===== src/rtl/alu_req_sequencer.sv =====
// Single-transaction request/response driver for the Alu_f datapath.
// Latency: response valid LAT+1 cycles after request accept (LAT = LAT_STD, or LAT_MUL for multiply).
// Backpressure: req_ready only in IDLE; response held stable until rsp_ready. ALU_SEQ_STATS_EN adds stat_txn/stat_err.
module alu_req_sequencer #(
    parameter int WIDTH   = 8,
    parameter int C_WIDTH = 4,
    parameter int LAT_STD = 1,
    parameter int LAT_MUL = 2
) (
    input  logic                 CLK,
    input  logic                 RST,
    input  logic                 req_valid,
    output logic                 req_ready,
    input  logic [WIDTH-1:0]     req_opa,
    input  logic [WIDTH-1:0]     req_opb,
    input  logic                 req_cin,
    input  logic                 req_mode,
    input  logic [C_WIDTH-1:0]   req_cmd,
    input  logic [1:0]           req_inv,
    output logic [WIDTH-1:0]     ALU_OPA,
    output logic [WIDTH-1:0]     ALU_OPB,
    output logic                 ALU_CIN,
    output logic                 ALU_MODE,
    output logic                 ALU_CE,
    output logic [C_WIDTH-1:0]   ALU_CMD,
    output logic [1:0]           ALU_IN_VALID,
    input  logic [WIDTH:0]       ALU_RES,
    input  logic [2*WIDTH-1:0]   ALU_MUL_RES,
    input  logic [5:0]           ALU_FLAGS,
    output logic                 rsp_valid,
    input  logic                 rsp_ready,
    output logic [WIDTH:0]       rsp_res,
    output logic [2*WIDTH-1:0]   rsp_mul,
    output logic [5:0]           rsp_flags
`ifdef ALU_SEQ_STATS_EN
    ,
    output logic [15:0]          stat_txn,
    output logic [15:0]          stat_err
`endif
);

    typedef enum logic [1:0] {
        IDLE = 2'd0,
        BUSY = 2'd1,
        RESP = 2'd2
    } state_t;

    localparam logic [3:0] LAT_STD_C = 4'(LAT_STD);
    localparam logic [3:0] LAT_MUL_C = 4'(LAT_MUL);

    state_t     state;
    logic [3:0] cnt;
    logic       req_is_mul;

    // Multiply commands only exist in arithmetic mode; logical cmd 9/10 use the standard latency.
    always_comb begin
        req_is_mul = req_mode && ((req_cmd == C_WIDTH'(9)) || (req_cmd == C_WIDTH'(10)));
    end

    // Sequencer FSM: issue operands, count down ALU latency, capture and hold the response.
    always_ff @(posedge CLK or posedge RST) begin
        if (RST) begin
            state        <= IDLE;
            cnt          <= 4'd0;
            req_ready    <= 1'b1;
            ALU_OPA      <= '0;
            ALU_OPB      <= '0;
            ALU_CIN      <= 1'b0;
            ALU_MODE     <= 1'b0;
            ALU_CE       <= 1'b0;
            ALU_CMD      <= '0;
            ALU_IN_VALID <= 2'b00;
            rsp_valid    <= 1'b0;
            rsp_res      <= '0;
            rsp_mul      <= '0;
            rsp_flags    <= 6'd0;
`ifdef ALU_SEQ_STATS_EN
            stat_txn     <= 16'd0;
            stat_err     <= 16'd0;
`endif
        end else begin
            case (state)
                IDLE: begin
                    if (req_valid && req_ready) begin
                        ALU_OPA      <= req_opa;
                        ALU_OPB      <= req_opb;
                        ALU_CIN      <= req_cin;
                        ALU_MODE     <= req_mode;
                        ALU_CMD      <= req_cmd;
                        ALU_IN_VALID <= req_inv;
                        ALU_CE       <= 1'b1;
                        req_ready    <= 1'b0;
                        cnt          <= req_is_mul ? LAT_MUL_C : LAT_STD_C;
                        state        <= BUSY;
                    end
                end
                BUSY: begin
                    // Operands stay put; result is sampled one edge after the countdown expires.
                    if (cnt == 4'd0) begin
                        rsp_res      <= ALU_RES;
                        rsp_mul      <= ALU_MUL_RES;
                        rsp_flags    <= ALU_FLAGS;
                        rsp_valid    <= 1'b1;
                        ALU_CE       <= 1'b0;
                        ALU_IN_VALID <= 2'b00;
                        state        <= RESP;
                    end else begin
                        cnt <= cnt - 4'd1;
                    end
                end
                RESP: begin
                    // Response data is retained after the handshake; only valid drops.
                    if (rsp_ready) begin
                        rsp_valid <= 1'b0;
                        req_ready <= 1'b1;
                        state     <= IDLE;
`ifdef ALU_SEQ_STATS_EN
                        if (stat_txn != 16'hFFFF) stat_txn <= stat_txn + 16'd1;
                        if (rsp_flags[0] && (stat_err != 16'hFFFF)) stat_err <= stat_err + 16'd1;
`endif
                    end
                end
                default: begin
                    state <= IDLE;
                end
            endcase
        end
    end

endmodule


===== config.mk =====
export PLATFORM = sky130hd
export DESIGN_NAME = alu_req_sequencer
export DESIGN_NICKNAME = d
export VERILOG_FILES = /design/src/rtl/alu_req_sequencer.sv
export SDC_FILE = /design/constraint.sdc
export NUM_CORES = 1
export LEC_CHECK = 0
export CAP_MARGIN = 10
export CORE_UTILIZATION = 28
export DETAILED_ROUTE_END_ITERATION = 7
export PLACE_DENSITY_LB_ADDON = 0.1
export SLEW_MARGIN = 20
export SYNTH_ARGS = -nofsm -noshare
export SYNTH_HDL_FRONTEND = slang
export SYNTH_SLANG_ARGS = --single-unit

===== constraint.sdc =====
create_clock -name CLK -period 3.1 [get_ports CLK]
set_input_delay 0.775 -clock CLK [delete_from_list [all_inputs] [get_ports CLK]]
set_output_delay 0.775 -clock CLK [all_outputs]
set_load 0.03 [all_outputs]

==> results, run 1 <==
- The number of hold-slack violations in the final timing report is 0.
- Port buffering added 116 buffers.
- The via count of the first global-routing pass is 1883.
- Counting the fill cells in the layout gives 858.
- Synthesis produced 167 cells.
- The number of gates resized after cts is 0.
- For this run, the total global-route usage over all layers was measured as 12.7%.
- Traced cell by cell, the critical path runs through clkdlybuf4s50_1.
- Counting instances in the post-synthesis netlist gives the leading cell types as sky130_fd_sc_hd__dfrtp_1 (63), sky130_fd_sc_hd__mux2_4 (30), sky130_fd_sc_hd__mux2_2 (24).
- The largest stage delay on the critical path is 670 ps.
- The number of inserted diodes is 0.
- STA classifies the critical path endpoint as a primary output.
- The final-report max-slew violation count was 0.
- In the post-synthesis netlist, the cell with the most instances is sky130_fd_sc_hd__dfrtp_1.
- The overall power after layout is 4.66 mW.
- The accumulated negative setup slack is 0 ps.
- The family with the most delay on the worst path is buffers and inverters.
- The static leakage is 1.86 nW.
- Power spread over the standard cell area amounts to 1110 mW/mm^2.
- The total overflow left after global routing is 0.
- The number of different library cells in the post-synthesis netlist is 28.
- The worst path arrival time is 1560 ps.
- Based on the critical path, the design can be clocked at up to 0.428 GHz.
- The tightest hold path in the finished design has a slack of 478 ps.
- The first routing iteration left 46 violations.
- Yosys attributes the largest share of cell area to sky130_fd_sc_hd__dfrtp_1 (59%), sky130_fd_sc_hd__mux2_4 (17%), sky130_fd_sc_hd__mux2_2 (10%).
- At the end of the flow, the number of nets in the layout was 352.
- The congestion estimate from routability-driven global placement came to 0.703.
- In this run, post-CTS hold repair placed 0 buffers.
- Together, buffers and inverters on the worst path number 1.
- Of all nets on the critical path, the largest fanout is 5.
- The layout overhead on the synthesized area is 56.0%.
- After detailed routing, the number of vias per cell comes to 4.19.
- Data on the critical path is required at its endpoint by 2320 ps.
- The H-tree depth reported by CTS is 3.
- The maximum clock skew at final layout is 6.36 ps.
- The source-to-sink clock delay at the later pin of the worst-skew pair is 330 ps.
- The area of the core is 0.00928 sq mm.
- For this design the top-level I/O count stands at 117.
- The register area is 0.00160 sq mm.
- The final count of negative-setup-slack endpoints is 0.
- The count of clock tree sinks is 64.
- The switching part of the total power is 37.6%.
- The first global-routing pass estimated 9620 um of wire.
- The starting density of the core is 29.0%.
- The Yosys warning count is 0.
- The die footprint is 0.0100 sq mm.
- The die height is 100 um.
- The slew at the pin closest to its max-slew limit is 677 ps.
- Of the total power, the clock network draws 16.1%.
- The final period utilization is 75.3%.
- The reg-to-reg startpoint is cnt[0].
- In this run, synthesis produced a sequential element count of 64.
- The maximum number of pins on one net before global-route repair is 37.
- The post-detailed-route wirelength per cell is 14.0 um.
- The post-detailed-route count of antenna-violating nets is 0.
- STA classifies the critical path startpoint as a flop.
- The worst setup path is of the reg2out kind.
- The tree is rooted in a sky130_fd_sc_hd__clkbuf_8.
- The multi-input combinational cells in the finished layout cover a total of 1000 sq um.
- The number of buffers inserted to repair setup after CTS is 0.
- On the critical path, the stage with the largest delay is an instance of sky130_fd_sc_hd__clkdlybuf4s50_1.
- The longest clock path from root to sink contains 2 buffers.
- Cell internal power was estimated by the tool at 2.91 mW.
- The worst hold path begins at ALU_CE.
- The run finished with clean final reports.
- In the routed design, unresolved DRC markers number 0.
- The share of synthesized registers carrying an async set or reset is 100%.
- The detailed-route via count is 1777.
- The HPWL after detailed placement is 4130 um.
- After synthesis, the largest area contributor takes up 58.6% of total cell area.
- Clock-pin slew was measured on the worst setup and hold paths at 70 ps.
- Across the run, the number of max-cap violations was 0.
- The launching element of the worst setup path is req_ready.
- The part of the total power dissipated in combinational logic is 52.1%.
- The average cell area after synthesis is 16.1 sq um.
- The relative slew slack is 54.9%.
- The sequential group share of total power is 31.9%.
- The class of the tightest hold or removal check is reg2reg.
- Setup repair after global routing left no endpoint under its margin.
- The layout cell share with drive strength beyond 1 is 26.8%.
- For this block, the routed nets add up to 5950 um of wire.
- The share of the core filled with cells is 45.2%.
- sky130_fd_sc_hd__dfrtp_1 takes more of the synthesized area than any other cell.
- The number of synthesized flops with an enable pin is 0.
- The number of buffers created by CTS is 9.
- Sequential cells were found to cover 59.6% of the synthesized design area.
- The most used flip-flop cell after synthesis is sky130_fd_sc_hd__dfrtp_1.
- TritonCTS built the clock tree.
- The analysis attributes to net switching a power of 1.75 mW.
- Synthesis produced a netlist with a net count of 228.
- The cell row count is 35.
- The initial antenna violation count is 0.
- The minimum period implied by the final worst setup slack is 2330 ps.
- The highest ir drop seen on vdd is 0.000504 V.
- The detailed-routing iteration count for the pre-antenna-repair pass is 4.
- The width of the die is 100 um.
- The post-synthesis cell area is 0.00269 sq mm.
## path summary, 6_finish.rpt
path	endpoint	slack, ps	cells past startpoint
worst max-delay path	req_ready	770	1
worst min-delay path	ALU_CE	480	1
max in group asynchronous	req_ready	1720	3
min in group asynchronous	ALU_OPA[0]	780	2
worst min register to register	ALU_CE	480	1
worst max register to register	rsp_flags[2]	910	5
## layout make-up
type,instances,area share [%]
timing repair buffer,120,28.7
clock inverter,3,0.954
sequential,64,38.2
tap,129,3.85
inverter,6,0.537
multi-input combinational,90,23.8
clock buffer,12,3.94
## metrics by stage
stage,instances,worst slack [ps],area (sq um)
finish,424,765,4200
CTS,424,738,4200
global route,424,708,4200
global placement,409,815,3990
floorplan,167,729,2690
detailed placement,409,826,3990
## sequential cells by signal, summed over array words and instances, names as in the netlist
name and count:
rsp_mul 16, rsp_res 9, ALU_OPA 8, ALU_OPB 8
rsp_flags 6, ALU_CMD 4, cnt 4, ALU_IN_VALID 2
state 2, ALU_CE 1, ALU_CIN 1, ALU_MODE 1
req_ready 1, rsp_valid 1
## routing by layer
layer,part of all wire (%),GRT usage (%),up-vias
li1,-,-,834
met4,1.5,4.68,0
met2,47,18.7,66
met1,44,16.6,868
met5,0,0,-
met3,7.3,5.36,9
## layout by cell type (no fill, tap or decap)
cell type                         synthesis  routed
sky130_fd_sc_hd__clkinv_2                 0       2
sky130_fd_sc_hd__mux2_2                  24      24
sky130_fd_sc_hd__a311oi_2                 1       1
sky130_fd_sc_hd__mux2_4                  30      30
sky130_fd_sc_hd__dfstp_2                  1       1
sky130_fd_sc_hd__nor2b_1                  4       4
sky130_fd_sc_hd__o31ai_1                  2       2
sky130_fd_sc_hd__clkbuf_8                 0      12
sky130_fd_sc_hd__buf_12                   0       1
sky130_fd_sc_hd__buf_4                    2       3
sky130_fd_sc_hd__and2b_4                  1       1
sky130_fd_sc_hd__o21ai_0                  5       5
sky130_fd_sc_hd__nand2_1                  2       2
sky130_fd_sc_hd__a21oi_1                  3       3
sky130_fd_sc_hd__ha_1                     2       2
sky130_fd_sc_hd__bufinv_16                0       1
sky130_fd_sc_hd__or3b_2                   1       1
sky130_fd_sc_hd__dfrtp_1                 63      63
sky130_fd_sc_hd__or3_1                    1       1
sky130_fd_sc_hd__mux2i_1                  1       1
sky130_fd_sc_hd__xnor2_1                  1       1
sky130_fd_sc_hd__and4bb_1                 1       1
sky130_fd_sc_hd__clkdlybuf4s50_1          0     116
sky130_fd_sc_hd__inv_1                    6       5
sky130_fd_sc_hd__nand3b_1                 2       2
sky130_fd_sc_hd__a22o_1                   2       2
sky130_fd_sc_hd__nand3_4                  1       1
sky130_fd_sc_hd__or4_1                    1       1
sky130_fd_sc_hd__nand2b_1                 2       2
sky130_fd_sc_hd__inv_2                    0       1
sky130_fd_sc_hd__a21o_1                   2       2
sky130_fd_sc_hd__or4b_1                   1       1
## power groups by stage
stage	Clock, mW	Sequential (mW)	Combinational [mW]
floorplan	0	2.21	0.774
global placement	0	1.50	2.45
detailed placement	0	1.49	2.46
CTS	0.794	1.49	2.46
global route	0.833	1.55	2.56
finish	0.750	1.49	2.43
## logic make-up (layout without fill, tap and decap cells)
kind of cell | after synthesis | in the layout | share of synthesized area, %
simple gates | 17 | 17 | 4.93
mux | 55 | 55 | 27.2
buf+inv | 13 | 141 | 3.26
compound gates | 15 | 15 | 3.81
fa+ha+maj | 2 | 2 | 0.930
xor+xnor | 1 | 1 | 0.326
flops | 64 | 64 | 59.6
(Power assumes the default switching activity.)
==> run 2, diff against run 1 <==
Clock period 3.1 ns to 1.9 ns, I/O delays scaled along.
==> results, run 2 (synthesis results as in run 1) <==
- The run finished with clean final reports.
- For this design the top-level I/O count stands at 117.
- The critical path goes through clkdlybuf4s50_1.
- Summed over all layers, the routed wires come to 5800 um.
- The global route total overflow is 0.
- In this run the number of cells on the critical path is 1.
- The achievable clock frequency is 0.540 GHz.
- The layout has 865 filler cells.
- At the pin with the least slew margin, the transition time is 378 ps.
- The maximum number of pins on one net before global-route repair is 65.
- TritonCTS built the clock tree.
- The total power divided by cell area is 1780 mW/mm^2.
- The number of buffers and inverters on the critical path is 1.
- In the final routing, the length of wire on met1 measures 2570 um.
- The layout overhead on the synthesized area is 59.3%.
- In this design, the stage delay of the slowest critical-path cell is 690 ps.
- Detailed placement ended at an HPWL of 3910 um.
- The final non-filler cell area is 0.00428 sq mm.
- After the first detailed-routing iteration, the DRC count stood at 5.
- The length of routed met3 wiring is 528 um.
- The launching element of the worst setup path is rsp_flags[1].
- Data on the critical path is required at its endpoint by 1420 ps.
- Summing all placed instances gives a cell area of 0.00403 sq mm.
- The via count of the first global-routing pass was 1847.
- The number of buffers inserted to repair setup after CTS is 0.
- The register with the most flip-flops is rsp_mul.
- Setup repair after global routing left no endpoint under its margin.
- The commonest non-fill, non-tap cell in the layout is sky130_fd_sc_hd__clkdlybuf4s50_1.
- The initial antenna violation count is 0.
- The startpoint type of the worst setup path is a flop.
- For the worst flop-to-flop path, the logic depth is 6.
- The number of clock buffers added by TritonCTS is 9.
- The starting density of the core is 29.0%.
- The pre-antenna-repair detailed-routing pass consisted of 4 iterations.
- For this run, the share of the core covered by cells in the final layout is 46.1%.
- The static leakage is 2.04 nW.
- Summing over every cut layer, the via total after detailed routing is 1766.
- For this design, the slowest cell found on the critical path is sky130_fd_sc_hd__clkdlybuf4s50_1.
- The register with the most flip-flops in the layout has 16 of them.
- The die height is 100 um.
- The overall power after layout is 7.64 mW.
- The source-to-sink clock delay at the later pin of the worst-skew pair is 340 ps.
- In this run the horizontal extent of the chip is 100 um.
- Across the routed clock network, the largest skew measured is 6.89 ps.
- The maximum root-to-sink buffer count is 2.
- The final count of negative-setup-slack endpoints is 0.
- The overall track demand over capacity in global routing is 12.3%.
- Measured against its own limit, the worst slew margin works out to 74.8%.
- Of the cells placed in the final design, the portion with a size suffix greater than 1 is 27.3%.
- The register-to-register setup slack is 210 ps.
- The core region is 0.00928 sq mm.
- In this run the critical register-to-register path is captured at rsp_mul[12].
- Summed over all nets, wire length on met2 after detailed routing comes to 2590 um.
- The worst setup path is of the reg2out kind.
- In this run the worst path has a maximum fanout of 2.
- The global placer's final weighted congestion is 0.707.
- The die covers 0.0100 sq mm.
- IR analysis of the VDD net gives a maximum drop of 0.000856 V.
- The final period utilization is 97.4%.
- The first global-routing pass estimated 9290 um of wire.
- The last element of the critical path is rsp_flags[1].
- The nature of the critical path endpoint is a primary output.
- The cell sitting at the root of the clock tree is a sky130_fd_sc_hd__clkbuf_8.
- The path class of the tightest hold or removal check is reg2reg.
- In this run the critical register-to-register path is launched from cnt[0].
- The worst path arrival time is 1380 ps.
- The H-tree was split into 3 levels.
- The count of nets after finishing is 353.
- The number of DRC violations after detailed routing is 0.
- On the final layout, the worst hold slack is 488 ps.
- The minimum period implied by the final worst setup slack is 1850 ps.
- The number of inserted diodes is 0.
- The number of hold-slack violations in the final timing report came to 0.
- The detailed-route vias per instance is 4.15.
- The largest registers in the layout are rsp_mul x16, rsp_res x9.
- Clock-pin slew was measured on the worst setup and hold paths at 70 ps.
- The post-detailed-route count of antenna-violating nets is 0.
- The family with the most delay on the worst path is buffers and inverters.
- The count of buffers added on input and output ports is 116.
- After floorplanning, the core was divided into 35 placement rows.
- In this run the top signal layer used is met4.
- The top cell types in the final layout, fill and taps aside, are sky130_fd_sc_hd__clkdlybuf4s50_1 (98), sky130_fd_sc_hd__dfrtp_1 (63), sky130_fd_sc_hd__mux2_4 (30), sky130_fd_sc_hd__mux2_2 (24), sky130_fd_sc_hd__dlymetal6s2s_1 (16).
- The count of clock tree sinks is 64.
- The final-report max-slew violation count came to 0.
- The max-capacitance violation count is 0.
- The post-detailed-route wirelength per cell is 13.6 um.
run 2: changes by cell type in the layout (fill, tap and decap cells not counted), sizes merged:
cell / previous run / this run
clkbuf: 12 / 14
buf: 4 / 5
dlygate4sd2: 0 / 2
dlymetal6s2s: 0 / 16
clkinvlp: 0 / 1
inv: 6 / 5
clkdlybuf4s50: 116 / 98
clkinv: 2 / 1
run 2: repair_timing:
item                                    in CTS  in global routing
resized for setup                            2                 17
endpoints found under the hold margin        0                  0
endpoints found under the setup margin       2                 29
hold buffers                                 0                  0
run 2: final cells by class:
type	instances	area (sq um)	area share, %
tap	129	161	3.77
clock buffer	14	183	4.26
sequential	64	1600	37.4
timing repair buffer	121	1270	29.7
multi-input combinational	90	1000	23.4
inverter	6	26.3	0.613
clock inverter	2	35.0	0.818
run 2: worst min-delay path by stage:
stage / startpoint / endpoint / slack [ps] / cells after the start
final: ALU_CE / ALU_CE / 490 / 1
after global routing: ALU_OPA[3] / ALU_OPA[3] / 520 / 1
after CTS: ALU_CE / ALU_CE / 490 / 1
after detailed placement: ALU_CE / ALU_CE / 480 / 1
after global placement: ALU_CE / ALU_CE / 470 / 1
after floorplan: cnt[1] / cnt[1] / 500 / 1
run 2: metrics by stage:
| stage | TNS [ps] | cells | worst slack, ps |
|---|---|---|---|
| 2_1_floorplan | 0 | 167 | 240 |
| 3_3_place_gp | -333 | 410 | -26.7 |
| 3_5_place_dp | -426 | 410 | -33.4 |
| 4_1_cts | 0 | 426 | 4.25 |
| 5_1_grt | 0 | 426 | 2.50 |
| 6_report | 0 | 426 | 48.8 |
run 2: power by group:
part	switching [mW]	leakage (nW)	internal, mW
Combinational	1.96	1.16	2.00
Clock	0.510	0.113	0.748
Sequential	0.386	0.770	2.04
Total	2.85	2.04	4.79
run 2: per-layer routing:
layer  GRT usage, %  vias up
met3           6.96       10
met1           15.0      849
li1               -      839
met2           18.1       68
met5              0        -
met4           4.46        0
==> run 3, diff against run 2 <==
Settings changed: TNS_END_PERCENT set to 100.
==> results of run 3 <==
Same layout as run 2: the final DEF is identical, and so are final timing and power.
